**src/rtl/dmem_responder_pkg.sv**
```systemverilog
// Shared types and helpers for the data-memory responder: FSM state encoding,
// default exception code and the word-alignment function used for bus addresses.
package dmem_responder_pkg;

  typedef enum logic [1:0] {
    IDLE = 2'd0,
    BUSY = 2'd1,
    DONE = 2'd2
  } state_e;

  localparam int unsigned TIMEOUT_CYCLES_DEFAULT = 16;
  localparam logic [7:0]  BUS_ERR_EXC_DEFAULT    = 8'h05;

  // The backing bus is word-wide; byte selection travels on the write enables.
  function automatic logic [31:0] word_align(input logic [31:0] byte_addr);
    return {byte_addr[31:2], 2'b00};
  endfunction

endpackage

```
**src/rtl/dmem_responder_if.sv**
```systemverilog
// Bundles the memory-stage request, the writeback results and the word-wide
// backing bus that the responder sits between.
interface dmem_responder_if;

  logic        mem_re;
  logic [3:0]  mem_we;
  logic [31:0] addr;
  logic [31:0] store_data;
  logic        flush;
  logic        stall;
  logic        load_valid;
  logic [31:0] load_data;
  logic [7:0]  exc_out;
  logic        done_pulse;
  logic        bus_req;
  logic [3:0]  bus_we;
  logic [31:0] bus_addr;
  logic [31:0] bus_wdata;
  logic        bus_ack;
  logic [31:0] bus_rdata;

  // Responder side.
  modport slave (
    input  mem_re, mem_we, addr, store_data, flush, bus_ack, bus_rdata,
    output stall, load_valid, load_data, exc_out, done_pulse,
           bus_req, bus_we, bus_addr, bus_wdata
  );

  // Pipeline and bus fabric side.
  modport master (
    output mem_re, mem_we, addr, store_data, flush, bus_ack, bus_rdata,
    input  stall, load_valid, load_data, exc_out, done_pulse,
           bus_req, bus_we, bus_addr, bus_wdata
  );

endinterface

```
**src/rtl/dmem_timeout_ctr.sv**
```systemverilog
// Saturating cycle counter for the bus timeout; expired is raised once the
// count reaches LIMIT-1 and stays raised until the next clear.
module dmem_timeout_ctr #(
  parameter int unsigned LIMIT = 16,
  parameter int unsigned WIDTH = 8
) (
  input  logic clk,
  input  logic rst_n,
  input  logic clear,
  input  logic enable,
  output logic expired
);

  localparam logic [WIDTH-1:0] LAST = WIDTH'(LIMIT - 1);
  localparam logic [WIDTH-1:0] MAX  = '1;

  logic [WIDTH-1:0] count_q;

  // NOTE: sequential state uses non-blocking assignments so every register
  // samples pre-edge values, independent of process evaluation order.
  always_ff @(posedge clk or negedge rst_n) begin
    if (!rst_n) begin
      count_q <= '0;
    end else if (clear) begin
      count_q <= '0;
    end else if (enable && (count_q != MAX)) begin
      count_q <= count_q + 1'b1;
    end
  end

  assign expired = (count_q >= LAST);

endmodule

```
**src/rtl/dmem_responder.sv**
```systemverilog
// Data-memory responder: accepts one load/store from the memory stage, runs it
// on the req/ack backing bus, stalls the pipeline meanwhile and reports result.
module dmem_responder
  import dmem_responder_pkg::*;
#(
  parameter int unsigned TIMEOUT_CYCLES = TIMEOUT_CYCLES_DEFAULT,
  parameter logic [7:0]  BUS_ERR_EXC    = BUS_ERR_EXC_DEFAULT
) (
  input  logic             clk,
  input  logic             rst_n,
  input  logic             clk_en,
  dmem_responder_if.slave  dif
);

  state_e state_q, state_d;

  logic        req_present;
  logic        accept;
  logic        ack_done;
  logic        timeout;
  logic        stall_c;
  logic        expired;

  logic        bus_req_q;
  logic [3:0]  bus_we_q;
  logic [31:0] bus_addr_q;
  logic [31:0] bus_wdata_q;
  logic        is_load_q;
  logic        discard_q;
  logic        error_q;
  logic        load_valid_q;
  logic [31:0] load_data_q;
  logic [7:0]  exc_q;
  logic        done_q;

  assign req_present = dif.mem_re || (dif.mem_we != 4'b0000);

  // NOTE: every always_comb output gets a default first so no path can leave
  // it unassigned, which would otherwise infer a latch.
  always_comb begin
    state_d  = state_q;
    stall_c  = 1'b0;
    accept   = 1'b0;
    ack_done = 1'b0;
    timeout  = 1'b0;
    case (state_q)
      IDLE: begin
        stall_c = req_present && !dif.flush;
        if (req_present && !dif.flush) begin
          accept  = 1'b1;
          state_d = BUSY;
        end
      end
      BUSY: begin
        stall_c = 1'b1;
        // A late ack still beats the timeout in the same cycle.
        if (dif.bus_ack) begin
          ack_done = 1'b1;
          state_d  = DONE;
        end else if (expired) begin
          timeout = 1'b1;
          state_d = DONE;
        end
      end
      DONE: begin
        state_d = IDLE;
      end
      default: begin
        state_d = IDLE;
      end
    endcase
  end

  always_ff @(posedge clk or negedge rst_n) begin
    if (!rst_n) begin
      state_q <= IDLE;
    end else if (clk_en) begin
      state_q <= state_d;
    end
  end

  dmem_timeout_ctr #(
    .LIMIT (TIMEOUT_CYCLES),
    .WIDTH (8)
  ) u_timeout_ctr (
    .clk     (clk),
    .rst_n   (rst_n),
    .clear   (clk_en && accept),
    .enable  (clk_en && (state_q == BUSY) && !dif.bus_ack),
    .expired (expired)
  );

  always_ff @(posedge clk or negedge rst_n) begin
    if (!rst_n) begin
      bus_req_q    <= 1'b0;
      bus_we_q     <= 4'b0000;
      bus_addr_q   <= '0;
      bus_wdata_q  <= '0;
      is_load_q    <= 1'b0;
      discard_q    <= 1'b0;
      error_q      <= 1'b0;
      load_valid_q <= 1'b0;
      load_data_q  <= '0;
      exc_q        <= '0;
      done_q       <= 1'b0;
    end else if (clk_en) begin
      load_valid_q <= 1'b0;
      exc_q        <= '0;
      done_q       <= 1'b0;
      case (state_q)
        IDLE: begin
          if (accept) begin
            bus_addr_q  <= word_align(dif.addr);
            bus_we_q    <= dif.mem_we;
            bus_wdata_q <= dif.store_data;
            // A store wins over a simultaneous load.
            is_load_q   <= (dif.mem_we == 4'b0000);
            bus_req_q   <= 1'b1;
            discard_q   <= 1'b0;
            error_q     <= 1'b0;
          end
        end
        BUSY: begin
          // The bus transaction is never aborted; a flush only hides its result.
          if (dif.flush) begin
            discard_q <= 1'b1;
          end
          if (ack_done) begin
            bus_req_q <= 1'b0;
            if (is_load_q) begin
              load_data_q <= dif.bus_rdata;
            end
          end else if (timeout) begin
            bus_req_q   <= 1'b0;
            load_data_q <= '0;
            error_q     <= 1'b1;
          end
        end
        DONE: begin
          load_valid_q <= is_load_q && !discard_q && !error_q;
          exc_q        <= (error_q && !discard_q) ? BUS_ERR_EXC : 8'h00;
          done_q       <= !discard_q;
        end
        default: begin
        end
      endcase
    end
  end

  assign dif.stall      = stall_c;
  assign dif.bus_req    = bus_req_q;
  assign dif.bus_we     = bus_we_q;
  assign dif.bus_addr   = bus_addr_q;
  assign dif.bus_wdata  = bus_wdata_q;
  assign dif.load_valid = load_valid_q;
  assign dif.load_data  = load_data_q;
  assign dif.exc_out    = exc_q;
  assign dif.done_pulse = done_q;

endmodule

```
**src/flat_wrapper.sv**
```systemverilog
// flat-port wrapper written by rule: the top's interface ports become plain ports
module dmem_responder_flat import dmem_responder_pkg::*;
#(
  parameter int unsigned TIMEOUT_CYCLES = TIMEOUT_CYCLES_DEFAULT,
  parameter logic [7:0]  BUS_ERR_EXC    = BUS_ERR_EXC_DEFAULT
)
  (clk, rst_n, clk_en, dif_mem_re, dif_mem_we, dif_addr, dif_store_data, dif_flush, dif_bus_ack, dif_bus_rdata, dif_stall, dif_load_valid, dif_load_data, dif_exc_out, dif_done_pulse, dif_bus_req, dif_bus_we, dif_bus_addr, dif_bus_wdata);
  dmem_responder_if dif_i ();
  input  logic clk;
  input  logic rst_n;
  input  logic clk_en;
  input wire logic [$bits(dif_i.mem_re)-1:0] dif_mem_re;
  input wire logic [$bits(dif_i.mem_we)-1:0] dif_mem_we;
  input wire logic [$bits(dif_i.addr)-1:0] dif_addr;
  input wire logic [$bits(dif_i.store_data)-1:0] dif_store_data;
  input wire logic [$bits(dif_i.flush)-1:0] dif_flush;
  input wire logic [$bits(dif_i.bus_ack)-1:0] dif_bus_ack;
  input wire logic [$bits(dif_i.bus_rdata)-1:0] dif_bus_rdata;
  output wire logic [$bits(dif_i.stall)-1:0] dif_stall;
  output wire logic [$bits(dif_i.load_valid)-1:0] dif_load_valid;
  output wire logic [$bits(dif_i.load_data)-1:0] dif_load_data;
  output wire logic [$bits(dif_i.exc_out)-1:0] dif_exc_out;
  output wire logic [$bits(dif_i.done_pulse)-1:0] dif_done_pulse;
  output wire logic [$bits(dif_i.bus_req)-1:0] dif_bus_req;
  output wire logic [$bits(dif_i.bus_we)-1:0] dif_bus_we;
  output wire logic [$bits(dif_i.bus_addr)-1:0] dif_bus_addr;
  output wire logic [$bits(dif_i.bus_wdata)-1:0] dif_bus_wdata;
  assign dif_i.mem_re = dif_mem_re;
  assign dif_i.mem_we = dif_mem_we;
  assign dif_i.addr = dif_addr;
  assign dif_i.store_data = dif_store_data;
  assign dif_i.flush = dif_flush;
  assign dif_i.bus_ack = dif_bus_ack;
  assign dif_i.bus_rdata = dif_bus_rdata;
  assign dif_stall = dif_i.stall;
  assign dif_load_valid = dif_i.load_valid;
  assign dif_load_data = dif_i.load_data;
  assign dif_exc_out = dif_i.exc_out;
  assign dif_done_pulse = dif_i.done_pulse;
  assign dif_bus_req = dif_i.bus_req;
  assign dif_bus_we = dif_i.bus_we;
  assign dif_bus_addr = dif_i.bus_addr;
  assign dif_bus_wdata = dif_i.bus_wdata;
  dmem_responder #(.TIMEOUT_CYCLES(TIMEOUT_CYCLES), .BUS_ERR_EXC(BUS_ERR_EXC)) u_core (.clk(clk), .rst_n(rst_n), .clk_en(clk_en), .dif(dif_i));
endmodule
```
**config.mk**
```make
export PLATFORM = sky130hd
export DESIGN_NAME = dmem_responder_flat
export DESIGN_NICKNAME = d
export VERILOG_FILES = /design/src/rtl/dmem_responder_pkg.sv /design/src/rtl/dmem_responder_if.sv /design/src/rtl/dmem_timeout_ctr.sv /design/src/rtl/dmem_responder.sv /design/src/flat_wrapper.sv
export SDC_FILE = /design/constraint.sdc
export NUM_CORES = 1
export LEC_CHECK = 0
export ABC_AREA = 1
export CORE_AREA = 2 2 113 115
export DETAILED_ROUTE_END_ITERATION = 8
export DIE_AREA = 0 0 115 117
export GPL_TIMING_DRIVEN = 0
export PLACE_DENSITY = 0.79
export SLEW_MARGIN = 5
export SYNTH_ARGS = -nofsm -noshare
export SYNTH_HDL_FRONTEND = slang
export SYNTH_SLANG_ARGS = --single-unit
```
**constraint.sdc**
```tcl
create_clock -name clk -period 1.85 [get_ports clk]
set_clock_uncertainty 0.15 [all_clocks]
set_input_delay 0.4625 -clock clk [delete_from_list [all_inputs] [get_ports clk]]
set_output_delay 0.4625 -clock clk [all_outputs]
set_load 0.005 [all_outputs]
```
======== Word-level counts from Yosys, hierarchy flattened ========
Index checks and enable logic that the tools add are counted.
operators by class
  add/sub/neg operators ................... 1
  $mul .................................... 0
  div/mod/pow operators ................... 0
  order comparisons ....................... 1
  equal/unequal tests ..................... 11
  shift operators ......................... 0
  mux-type cells .......................... 31
  bitwise logic cells ..................... 0
  reduce and logical (&&, ||, !) cells .... 25
operators by type and width
  operator                                                           count
  2-to-1 mux 32 bit                                                  3
  2-to-1 mux 8 bit                                                   3
  2-to-1 mux 1 bit                                                   16
  AND reduction 4 bit                                                3
  adder 8 x 1 -> 8 bit, second input constant                        1
  greater-or-equal comparator 8 x 4 -> 1 bit, second input constant  1
  logical AND 1 bit                                                  8
  != test 8 bit, second input constant                               1
  case mux 1 bit (2 select lines)                                    4
  2-to-1 mux 2 bit                                                   3
  != test 2 x 1 -> 1 bit, second input constant                      3
  != test 2 bit, second input constant                               3
  AND reduction 3 bit                                                2
  nonzero test 2 bit                                                 3
  AND reduction 5 bit                                                1
  zero test 1 bit                                                    4
  zero test 4 bit                                                    1
  case mux 2 bit (2 select lines)                                    1
  nonzero test 4 bit                                                 1
  2-to-1 mux 3 bit                                                   1
  != test 3 x 1 -> 1 bit, second input constant                      1
  != test 3 x 2 -> 1 bit, second input constant                      1
  == test 2 x 1 -> 1 bit, second input constant                      1
  == test 2 bit, second input constant                               1
  2 further kinds                                                    2
word-level totals
  bits in registers ....................... 122
  latch bits .............................. 0
  bits in writable memories ............... 0
  bits in read-only memories .............. 0
  input bits .............................. 106
  output and inout bits ................... 112
  word-level logic and storage cells ...... 82
  memories ................................ 0

======== Logic depth before layout (Yosys ltp) ========
  depth in word-level cells ............... 7
  gate-level depth with buffers ........... 9
  mapped depth without buffers ............ 9

======== Cells and area by module ========
A second synthesis with hierarchy kept.
second synthesis, totals
  cell total of the unflattened synthesis .. 572
  area total of the unflattened synthesis .. 4842.1 um^2
modules (own cells, without submodules)
  module            times used  cells each  area each (um^2)  seq. area each (um^2)
  dmem_responder    1           494         4329.2            2677.6
  dmem_timeout_ctr  1           78          513.0             200.2

======== Worst setup path after synthesis ========
OpenSTA, ideal clock, no wires.
  path type ............................... reg2reg
  start point ............................. reg u_core.u_timeout_ctr.count_q[0]
  end point ............................... reg u_core.load_data_q[13], in the netlist u_core.dif.load_data[13]
  setup time .............................. 118 ps
  arrival ................................. 1307 ps
  data required time ...................... 1582 ps
  setup slack ............................. 275 ps
  cell stages (with the launch flop) ...... 9
  path buffers ............................ 1
  clock period less this slack ............ 1575 ps
  path through ............................ dfrtp_1 -> ha_1 -> nand3_2 -> nand3_1 -> nand2_1 -> nand2_2 -> nand2_4 -> buf_6 -> o21ai_2
between the ends
  longest elaborated chain between the ends .. 6
RTL lines
  element                                     line                    text
  from (decl)                                 dmem_timeout_ctr.sv:17  logic [WIDTH-1:0] count_q;
  from (signal assigned)                      dmem_timeout_ctr.sv:27  count_q <= count_q + 1'b1;
  greater-or-equal comparator 8 x 4 -> 1 bit  dmem_timeout_ctr.sv:31  assign expired = (count_q >= LAST);
  2-to-1 mux 1 bit                            dmem_responder.sv:60    end else if (expired) begin
  2-to-1 mux 1 bit                            dmem_responder.sv:57    if (dif.bus_ack) begin
  2-to-1 mux 1 bit                            dmem_responder.sv:46    case (state_q)
  nonzero test 2 bit (no line)                n/a
  AND reduction 4 bit (no line)               n/a
  to (signal assigned)                        dmem_responder.sv:131   load_data_q <= dif.bus_rdata;
  to (decl)                                   dmem_responder.sv:32    logic [31:0] load_data_q;
Every way passes these cells.
A chain may end at the register's enable or synchronous reset.

======== Worst setup path after layout ========
  start point ............................. in dif_mem_we[0]
  end point ............................... out dif_stall
between the ends
  longest elaborated chain between the ends .. 4
RTL lines
  element                          line                  text
  from (decl)                      flat_wrapper.sv:13    input wire logic [$bits(dif_i.mem_we)-1:0] dif_mem_we;
  nonzero test 4 bit               dmem_responder.sv:36  assign req_present = dif.mem_re || (dif.mem_we != 4'b0000);
  logical OR 1 bit                 dmem_responder.sv:36
  logical AND 1 bit                dmem_responder.sv:48  stall_c = req_present && !dif.flush;
  case mux 1 bit (2 select lines)  dmem_responder.sv:46
  to (decl)                        flat_wrapper.sv:19    output wire logic [$bits(dif_i.stall)-1:0] dif_stall;
Every way passes these cells.

==> summary.md <==
| Metric | Value |
|---|---|
| Worst ir drop on vdd | around 0.68 mV |
| CTS tree | built |
| Cts bufs inserted | 17 |
| Drt wl/cell | approximately 14 microns |
| Area after DPL | 7430 sq um |
| Final setup margin | -0.0125 ns |
| Clock latency on the worst-skew pair | 0.41 ns |
| Setup violators final | 1 |
| R2R Setup Slk | approximately 0.12 ns |
| Core area | about 12000 sq um |
| RD Place Congestion | 0.821 |
| Initial DRC Count | between 150 and 200 |
| Most frequent cells in the layout | nand2_1 (127), dfrtp_1 (114), dlygate4sd2_1 (103) |
| Crit. Startpoint | dif_mem_we[0] |
| Remaining antenna violation count | 0 |
| Gate Count Post-Synth | 562 |
| Die height | 117 microns |
| Crit path capture | dif_stall |
| Slowest stage cell on the critical path | clkdlybuf4s15_1 |
| Max-slew violations | 0 |
| Fmax | around 0.54 GHz |
| FF-to-FF End | u_core.dif.load_data[0] |
| Die W | between 100 and 150 microns |
| CP Max Fanout | 2 |
| Post-route clock period utilization | 1.01 |
| Outcome | complete, but fails checks |
| Clk sinks | 115 |
| Initial antenna violation count | 0 |
| Worst hold path class | input pin to flip-flop |
| MaxCap Viol Count | 0 |
| Crit path kind | input pin to output port |
| DRT Pass-1 Iters | 4 |
| FF+latch count, synth | between 100 and 150 |
| Cell Pwr Density | ~1200 nW/um^2 |
| Initial cell density of the core | 0.417 |
| Root buffer cell | clkbuf_16 |
| Crit path capture type | output port |
| Post-route DRC | 0 |
| Cells along the critical path | clkdlybuf4s15_1 > nor2_2 > nand3_2 > nand2_2 > a21oi_2 > buf_2 |
| Pin count of the biggest net entering global routing | between 70 and 80 |
| Total Routing Usage GR | 0.210 |
| Final Instance Area | between 7000 and 8000 sq um |
| Worst Setup Start Kind | input pin |
| Worst reg2reg path depth | 8 |
| I/O Buffers | roughly 210 |
| Leakage power | around 4.2 nW |
| Cell Area, Synth | 5130 sq um |
| Layout Utilization | 0.645 |
| First-pass GRT wire length | between 20 and 25 mm |
| Nets | 911 |
| Die footprint | roughly 13000 sq um |
| Vias in the first global route | ~4600 |
| Worst flop-to-flop path startpoint | u_core.u_timeout_ctr.count_q[0] |
| CTS clk-pin slew, worst paths | around 0.05 ns |
| Ys Warns | 0 |
| RSZ-0062 raised after global routing | true |
| Post-DP HPWL | 9.86 mm |
| Crit path time final | 1.86 ns |
| Total length of routed wires | approximately 13 mm |
| Diode count | 0 |
| H-Tree Depth | 4 |
| Synth-to-Final Area Change | 54.7% |
| Row Count | 41 |
| Critical Path AT | 1.25 ns |
| Clock buffer depth | 2 |
| Via Count | 4618 |
| Final hold viol count | 0 |
| Req. time, crit path | ~1.2 ns |
| Seq/Total Area, Yosys | 0.561 |
| GRT overflow | 0 |
| DR vias/cell | around 4.8 |
| Failing checks | negative setup slack |
| Syn Area/Cell | approximately 9.1 sq um |
| Slowest stage delay, CP | around 0.22 ns |
| Most common cell after layout, fill and taps aside | nand2_1 |
| Boundary pin count | approximately 220 |
| Fraction of layout cells with a size suffix above 1 | 0.156 |
| Post-synth cell types | 25 |
layout make-up:
class                   instances  area, sq um
plain buffers                  38          298
clock buffers                  22          474
clock inverters                 6         57.6
fillers                      1042         4380
inverters                      85          324
multi-input cells             331         1690
flip-flops and latches        115         2880
well taps                     150          188
repair buffers                216         2020
worst min path at each step:
stage                                     endpoint  slack [ns]  cells after the start               start
after floorplan            u_core.dif.bus_addr[10]        0.02                      0               rst_n
after global placement          u_core.dif.bus_req        0.31                      2  u_core.dif.bus_req
after detailed placement  u_core.dif.load_data[16]        0.27                      1               rst_n
after CTS                  u_core.dif.load_data[8]        0.29                      3         dif_bus_ack
after global routing          u_core.dif.bus_we[2]        0.16                      3       dif_mem_we[2]
final                         u_core.dif.bus_we[2]        0.16                      3       dif_mem_we[2]
critical path, delay by kind of cell:
family | cells | cell delay [ns]
simple gates | 3 | 0.37
compound gates | 1 | 0.06
buf+inv | 2 | 0.36
cell usage after synthesis (all sizes together):
cell type | instances | area share
ha | 1 | 0.0024
a21oi | 1 | 0.00097
dfrtp | 115 | 0.56
xor2 | 3 | 0.0051
nor2 | 13 | 0.011
xnor2 | 2 | 0.0034
nand3 | 55 | 0.055
inv | 85 | 0.063
nand4 | 3 | 0.0049
buf | 26 | 0.049
nand2 | 141 | 0.11
o21ai | 104 | 0.12
conb | 1 | 0.00073
clkbuf | 12 | 0.0088
cell families (layout without fill, tap and decap cells):
| group | after synthesis | count (layout) | share of synthesized area |
|---|---|---|---|
| AOI/OAI and AO/OA | 105 | 105 | 0.126 |
| xor gates and xnor gates | 5 | 5 | 0.00854 |
| adders and majority gates | 1 | 1 | 0.00244 |
| buffers and inverters | 123 | 367 | 0.120 |
| DFF | 115 | 115 | 0.561 |
| other | 1 | 8 | 0.000731 |
| and+or+nand+nor | 212 | 212 | 0.181 |
timing repair:
| action | 4_1_cts | 5_1_grt |
|---|---|---|
| endpoints found under the hold margin | 43 | 0 |
| pin swaps | 3 | 5 |
| hold buffers | 1 | 0 |
| gates resized for setup | 116 | 14 |
| setup buffers | 7 | 1 |
| setup endpoints to repair | 105 | 79 |
registers in the layout, indices dropped and copies added (netlist names):
signal                        count
u_core.dif.bus_req                1
u_core.state_q                    2
u_core.error_q                    1
u_core.discard_q                  1
u_core.dif.done_pulse             1
u_core.dif.load_data             32
u_core.u_timeout_ctr.count_q      8
u_core.dif.bus_wdata             32
u_core.is_load_q                  1
u_core.dif.bus_addr              30
u_core.dif.load_valid             1
u_core.dif.exc_out                1
u_core.dif.bus_we                 4
layer usage:
metal,routed length (microns),track usage,up-vias
li1,-,-,2231
met3,952,0.0654,32
met5,0,0,-
met2,6690,0.352,172
met4,379,0.0964,0
met1,5480,0.249,2183
stage by stage:
step | total power, mW | TNS [ns] | hold WS, ns | setup slack, ns | instances
floorplan | 4.91 | 0 | 0.0169 | 0.275 | 569
global placement | 6.92 | -507.79 | 0.310 | -4.14 | 925
detailed placement | 7.05 | -33.86 | 0.265 | -0.660 | 926
CTS | 9.56 | -0.152 | 0.287 | -0.146 | 962
global route | 10.1 | -0.0759 | 0.162 | -0.0759 | 963
finish | 9.48 | -0.0125 | 0.162 | -0.0125 | 963
where the power goes:
group          internal, mW  switching, mW  leakage [nW]
Sequential             3.29          0.430          1.50
Clock                  1.90           1.05         0.263
Combinational          1.41           1.39          2.46
Total                  6.60           2.87          4.22
Power figures use the tool's default switching activity.
==> patch 1, RTL diff (same settings) <==
`WIDTH` is set to 8 in 2 places; all go to 12.
--- a/src/rtl/dmem_timeout_ctr.sv
+++ b/src/rtl/dmem_timeout_ctr.sv
@@ -4,3 +4,3 @@
   parameter int unsigned LIMIT = 16,
-  parameter int unsigned WIDTH = 8
+  parameter int unsigned WIDTH = 12
 ) (
--- a/src/rtl/dmem_responder.sv
+++ b/src/rtl/dmem_responder.sv
@@ -83,3 +83,3 @@
     .LIMIT (TIMEOUT_CYCLES),
-    .WIDTH (8)
+    .WIDTH (12)
   ) u_timeout_ctr (
Formal check against the unedited RTL: no difference found for any inputs over 4 cycles, from zero or initial values and one cycle with rst_n low; that may be too few to reach the edited logic, so the function may still have changed.
==> patch 1 against the unedited design <==
- the flow still finishes with violations (setup timing)
- area after synthesis is 3.4% higher
- worst hold slack better by 95 ps
- clock power is 7.8% higher
- routed wire length is 9.8% higher
- worst setup slack worse by 34 ps
- final area is 4.6% higher
- power rose by 8.6%
- sequential cell count grew 4
- critical path depth is 2 lower
- largest cell class unchanged
- largest power group unchanged
- highest routed layer unchanged
==> patch 1: results (changes against the unedited design) <==
HPWL after DPL 10400 um (+5.0%); port bufs 207 (+0.49%); Async S/R FF share, synth 100% (unchanged); R2R depth 8 (unchanged); synth top area cells dfrtp_1 (56%), nand2_1 (24%), nand3b_1 (4.5%); endpoints failing setup 1 (unchanged); setup TNS -46.0 ps (-33.5 ps); Top FF cell, synth dfrtp_1; Yosys warnings 0 (unchanged); GRT Total Usage 22.3% (+1.3 points); Nets 998 (+9.5%); clk slew on worst S/H paths approximately 60 ps; sequential share of the synthesized area 56.1% (about the same); Crit Path Max Fanout 5 (+3); WHS 256 ps (+94.7 ps); htree depth 4 (unchanged); routability congestion estimate 0.821 (about the same); failing checks setup timing; first-pass GRT wire length 23400 um (+6.6%); Unique masters post-synth 27 (+8.0%); setup slack, reg-to-reg 90 ps (-30 ps); status finished with violations; initial antenna violation count 0 (unchanged); vias in the first global route 4751 (+3.0%); clock buffer depth 2 (unchanged); initial drt markers 338 (+72%); Post-synth top cells nand2_1 (345), dfrtp_1 (119), nand3b_1 (32); Root Driver clkbuf_16; drt total wl 14800 um (+9.8%); Final WS setup -46.0 ps (-33.5 ps); critical path arrival 1280 ps (+30 ps); n_diodes 0 (unchanged); relative slew slack roughly 65%; pin count of the biggest net entering global routing 67 (-8.2%); Worst-Skew Late Latency approximately 400 ps; drt pass-1 iters 4 (unchanged); fill count 1065 (+2.2%); Hold Path Depth 3 (unchanged); layout cells sized above 1 13.2% (-2.4 points); worst min path class input pin to flip-flop; peak supply drop 0.768 mV (+14%); Leak 4.52 nW (+7.1%); drt via density 4.69 (-2.2%); CTS buffer count 17 (unchanged)
==> patch 1: cell count changes after synthesis, moves of 3 or more <==
cell      delta
nand3_1     -26
o21ai_0     -43
inv_1       -70
o21ai_2     -32
buf_6        -8
buf_2       +17
nand3b_1    +32
inv_2        +3
nor2_1       +8
dfrtp_1      +4
o21ai_1     -19
clkbuf_1     -8
nand2_2     -10
nand2_1    +217
==> patch 1: kinds of logic after synthesis <==
group / share of synthesized area, %
adders and majority gates: 0.236
and+or+nand+nor: 35.4
other: 0.0707
buffers and inverters: 6.01
AOI/OAI and AO/OA: 1.18
DFF: 56.1
xor gates and xnor gates: 0.991
==> patch 1: worst paths after layout <==
kind,start,endpoint
max,u_core.state_q[1],dif_stall
max reg2reg,u_core.state_q[0],u_core.dif.load_data[17]
min,dif_mem_we[1],u_core.dif.bus_we[1]
min in group asynchronous,rst_n,u_core.dif.load_data[3]
min reg2reg,u_core.dif.load_data[3],u_core.dif.load_data[3]
max in group asynchronous,rst_n,u_core.dif.bus_addr[8]
==> patch 1: through the flow <==
| step | cell area [um^2] | std cells | setup slack (ps) |
|---|---|---|---|
| floorplan | 5330 | 641 | 202 |
| global placement | 7590 | 998 | -4590 |
| detailed placement | 7620 | 999 | -555 |
| CTS | 8190 | 1047 | -94.0 |
| global route | 8300 | 1053 | -125 |
| finish | 8300 | 1053 | -46.0 |
==> patch 1: what timing repair did <==
item	in CTS	in global routing
endpoints found under the hold margin	53	0
buffers inserted	16	6
cloned	0	0
hold buffers	1	0
endpoints found under the setup margin	110	106
pin swaps	4	5
resized for setup	115	28
==> patch 1: worst max-delay path, stage by stage (launching register included) <==
cell and delay, ps:
dfrtp_2 470, nor2_4 140, nand3_2 90, nand2_2 70, buf_2 110
==> patch 1: cell type report <==
type / instances / area, um^2 / share of cell area, %
well taps: 150 / 188 / 2.26
multi-input cells: 467 / 2060 / 24.9
plain buffers: 39 / 294 / 3.54
clock buffers: 19 / 443 / 5.34
repair buffers: 231 / 2140 / 25.8
flip-flops and latches: 119 / 2980 / 35.9
clock inverters: 12 / 130 / 1.57
inverters: 16 / 60.1 / 0.724
==> patch 1: power by group <==
part	switching (W)	internal [W]	leakage, nW
Sequential	0.000474	0.00342	1.55
Clock	0.00118	0.00200	0.267
Combinational	0.00157	0.00165	2.70
==> patch 1: metal layers <==
layer  routed length, um  track usage, %
met2                7100            35.9
met5                   0               0
met4                 160            8.19
met3                1350            8.34
met1                6210            27.7
==> patch 2, RTL diff (same flow settings) <==
Made on the original files. Reset style: synchronous (`rst_n`), changed in 3 clocked blocks.
--- a/src/rtl/dmem_timeout_ctr.sv
+++ b/src/rtl/dmem_timeout_ctr.sv
@@ -20,3 +20,3 @@
   // samples pre-edge values, independent of process evaluation order.
-  always_ff @(posedge clk or negedge rst_n) begin
+  always_ff @(posedge clk) begin
     if (!rst_n) begin
--- a/src/rtl/dmem_responder.sv
+++ b/src/rtl/dmem_responder.sv
@@ -73,3 +73,3 @@
 
-  always_ff @(posedge clk or negedge rst_n) begin
+  always_ff @(posedge clk) begin
     if (!rst_n) begin
@@ -92,3 +92,3 @@
 
-  always_ff @(posedge clk or negedge rst_n) begin
+  always_ff @(posedge clk) begin
     if (!rst_n) begin
Function: differs if rst_n is asserted again (counterexample within 4 cycles, from zero or initial values and one cycle with rst_n low); with rst_n held inactive, the same outputs for 4 cycles.
==> patch 2 against the unedited design <==
- final area fell by 4.4%
- largest cell class is now non-clock buffers
- routed wire length grew 0.19%
- register-to-register slack gained 60 ps
- worst setup slack better by 100 ps
- count of clock-buffer cells in the layout shrank 4
- sequential cell count stayed put
- critical endpoint unchanged
- first-iteration DRC count rose by 13%
- die area unchanged
- area after synthesis is 11% lower
Power is not compared: it rests on default switching activity, and its combinational part moved more than twofold at a synthesized area within 25%.
==> patch 2: results (changes against the unedited design) <==
mean area per synthesized cell 8.02 um^2 (-12%); reg2reg end u_core.dif.load_data[25]; drt pass-1 iters 4 (unchanged); M2 GR Usage 32.8% (-2.4 points); Worst-Skew Late Latency approximately 400 ps; Async S/R FF share, synth 0% (-100 points); Root Driver clkbuf_16; setup slack, reg-to-reg 180 ps (+60 ps); critical path arrival 1150 ps (-100 ps); Post-synth top cells dfxtp_1 (115), a21oi_1 (114), inv_1 (78); Final Non-Filler Cells 975 (+1.2%); Unique masters post-synth 28 (+12%); HPWL after DPL 9700 um (-1.7%); Top Family by Delay on Critical Path flip-flops; status finished, final reports clean; vias in the first global route 4289 (-7.0%); drt total wl 13500 um (+0.19%); sequential share of the synthesized area 50.4% (-5.7 points); routability congestion estimate 0.845 (+3.0%); crit path from u_core.state_q[0]; CP peak stage delay 430 ps (+210 ps); Slowest-stage cell, CP dfxtp_1; Reg2Reg Launch Point u_core.u_timeout_ctr.count_q[1]; M3 GR Usage 8.96% (+2.4 points); first-pass GRT wire length 20600 um (-6.0%); initial drt markers 222 (+13%); Cells after DPL 934 (+0.86%); CTS buffer count 17 (unchanged); Leak 3.50 nW; R2R depth 9 (+1); Crit Path Max Fanout 5 (+3); Top FF cell, synth dfxtp_1; drt via density 4.70 (-2.1%); port bufs 207 (+0.49%); initial antenna violation count 1 (+1); met1 Usage GRT 21.9% (-3.0 points); Nets 918 (+0.77%); fill count 1101 (+5.7%); GRT Total Usage 19.5% (-1.5 points); synth top area cells dfxtp_1 (50%), a21oi_1 (12%), inv_1 (6.4%); layout cells sized above 1 13.6% (-2.0 points); pin count of the biggest net entering global routing 17 (-77%); relative slew slack between 60% and 70%
## patch 2: metrics by stage
stage          setup WS [ps]  TNS, ps  power, W  hold WS, ps  instance area [um^2]
2_1_floorplan            341        0   0.00301          286                  4600
3_3_place_gp            -701   -42250   0.00354          281                  6860
3_5_place_dp            -703   -43470   0.00355          286                  6860
4_1_cts                 -114     -166   0.00689          292                  7420
5_1_grt                 6.46        0   0.00714          251                  7580
6_report                92.2        0   0.00687          250                  7580
## patch 2: worst min-delay path by stage
stage	start	to	slack [ps]	cells after the start
after floorplan	u_core.discard_q	u_core.discard_q	290	2
after global placement	u_core.dif.bus_wdata[22]	u_core.dif.bus_wdata[22]	280	2
after detailed placement	u_core.dif.bus_wdata[25]	u_core.dif.bus_wdata[25]	290	2
after CTS	u_core.dif.bus_wdata[25]	u_core.dif.bus_wdata[25]	290	2
after global routing	dif_mem_we[2]	u_core.dif.bus_we[2]	250	3
final	dif_mem_we[0]	u_core.dif.bus_we[0]	250	3
## patch 2: report_power, final
part	switching (W)	total [W]	leakage, nW	internal, W
Sequential	0.0000586	0.00266	0.941	0.00260
Combinational	0.000360	0.000818	2.27	0.000458
Clock	0.00122	0.00339	0.290	0.00217
Total	0.00164	0.00687	3.50	0.00523
## patch 2: tightest hold or removal path, delay by kind of cell
kind	cells	cell delay, ps
buffers and inverters	1	110
AO/OA/AOI/OAI	2	190
## patch 2: what timing repair did
item | in CTS | in global routing
endpoints found under the setup margin | 128 | 119
pin swaps | 1 | 5
endpoints found under the hold margin | 0 | 0
buffers inserted | 4 | 1
resized for setup | 125 | 38
gates cloned | 0 | 3
## patch 2: cell families (layout without fill, tap and decap cells)
kind of cell	after synthesis	count (layout)	synth area share (%)
xor gates and xnor gates	6	6	1.15
buffers and inverters	130	377	13.6
other	1	9	0.0821
and+or+nand+nor	134	134	14.4
adders and majority gates	1	1	0.274
DFF	115	115	50.4
AOI/OAI and AO/OA	183	183	20.1
## patch 2: layer usage
layer  share of wire [%]  routed length, um
met1                  41               5530
met2                  47               6400
met3                  11               1440
met4                 1.1                150
met5                   0                  0
## patch 2: final cells by class
cell class	instances	area (um^2)	area share (%)
inverter	83	312	4.11
clock inverter	14	178	2.34
sequential	115	2310	30.5
tap	150	188	2.47
clock buffer	18	439	5.79
timing repair buffer	215	2080	27.4
buffer	47	373	4.92
multi-input combinational	332	1700	22.5
antenna	1	2.50	0.0330
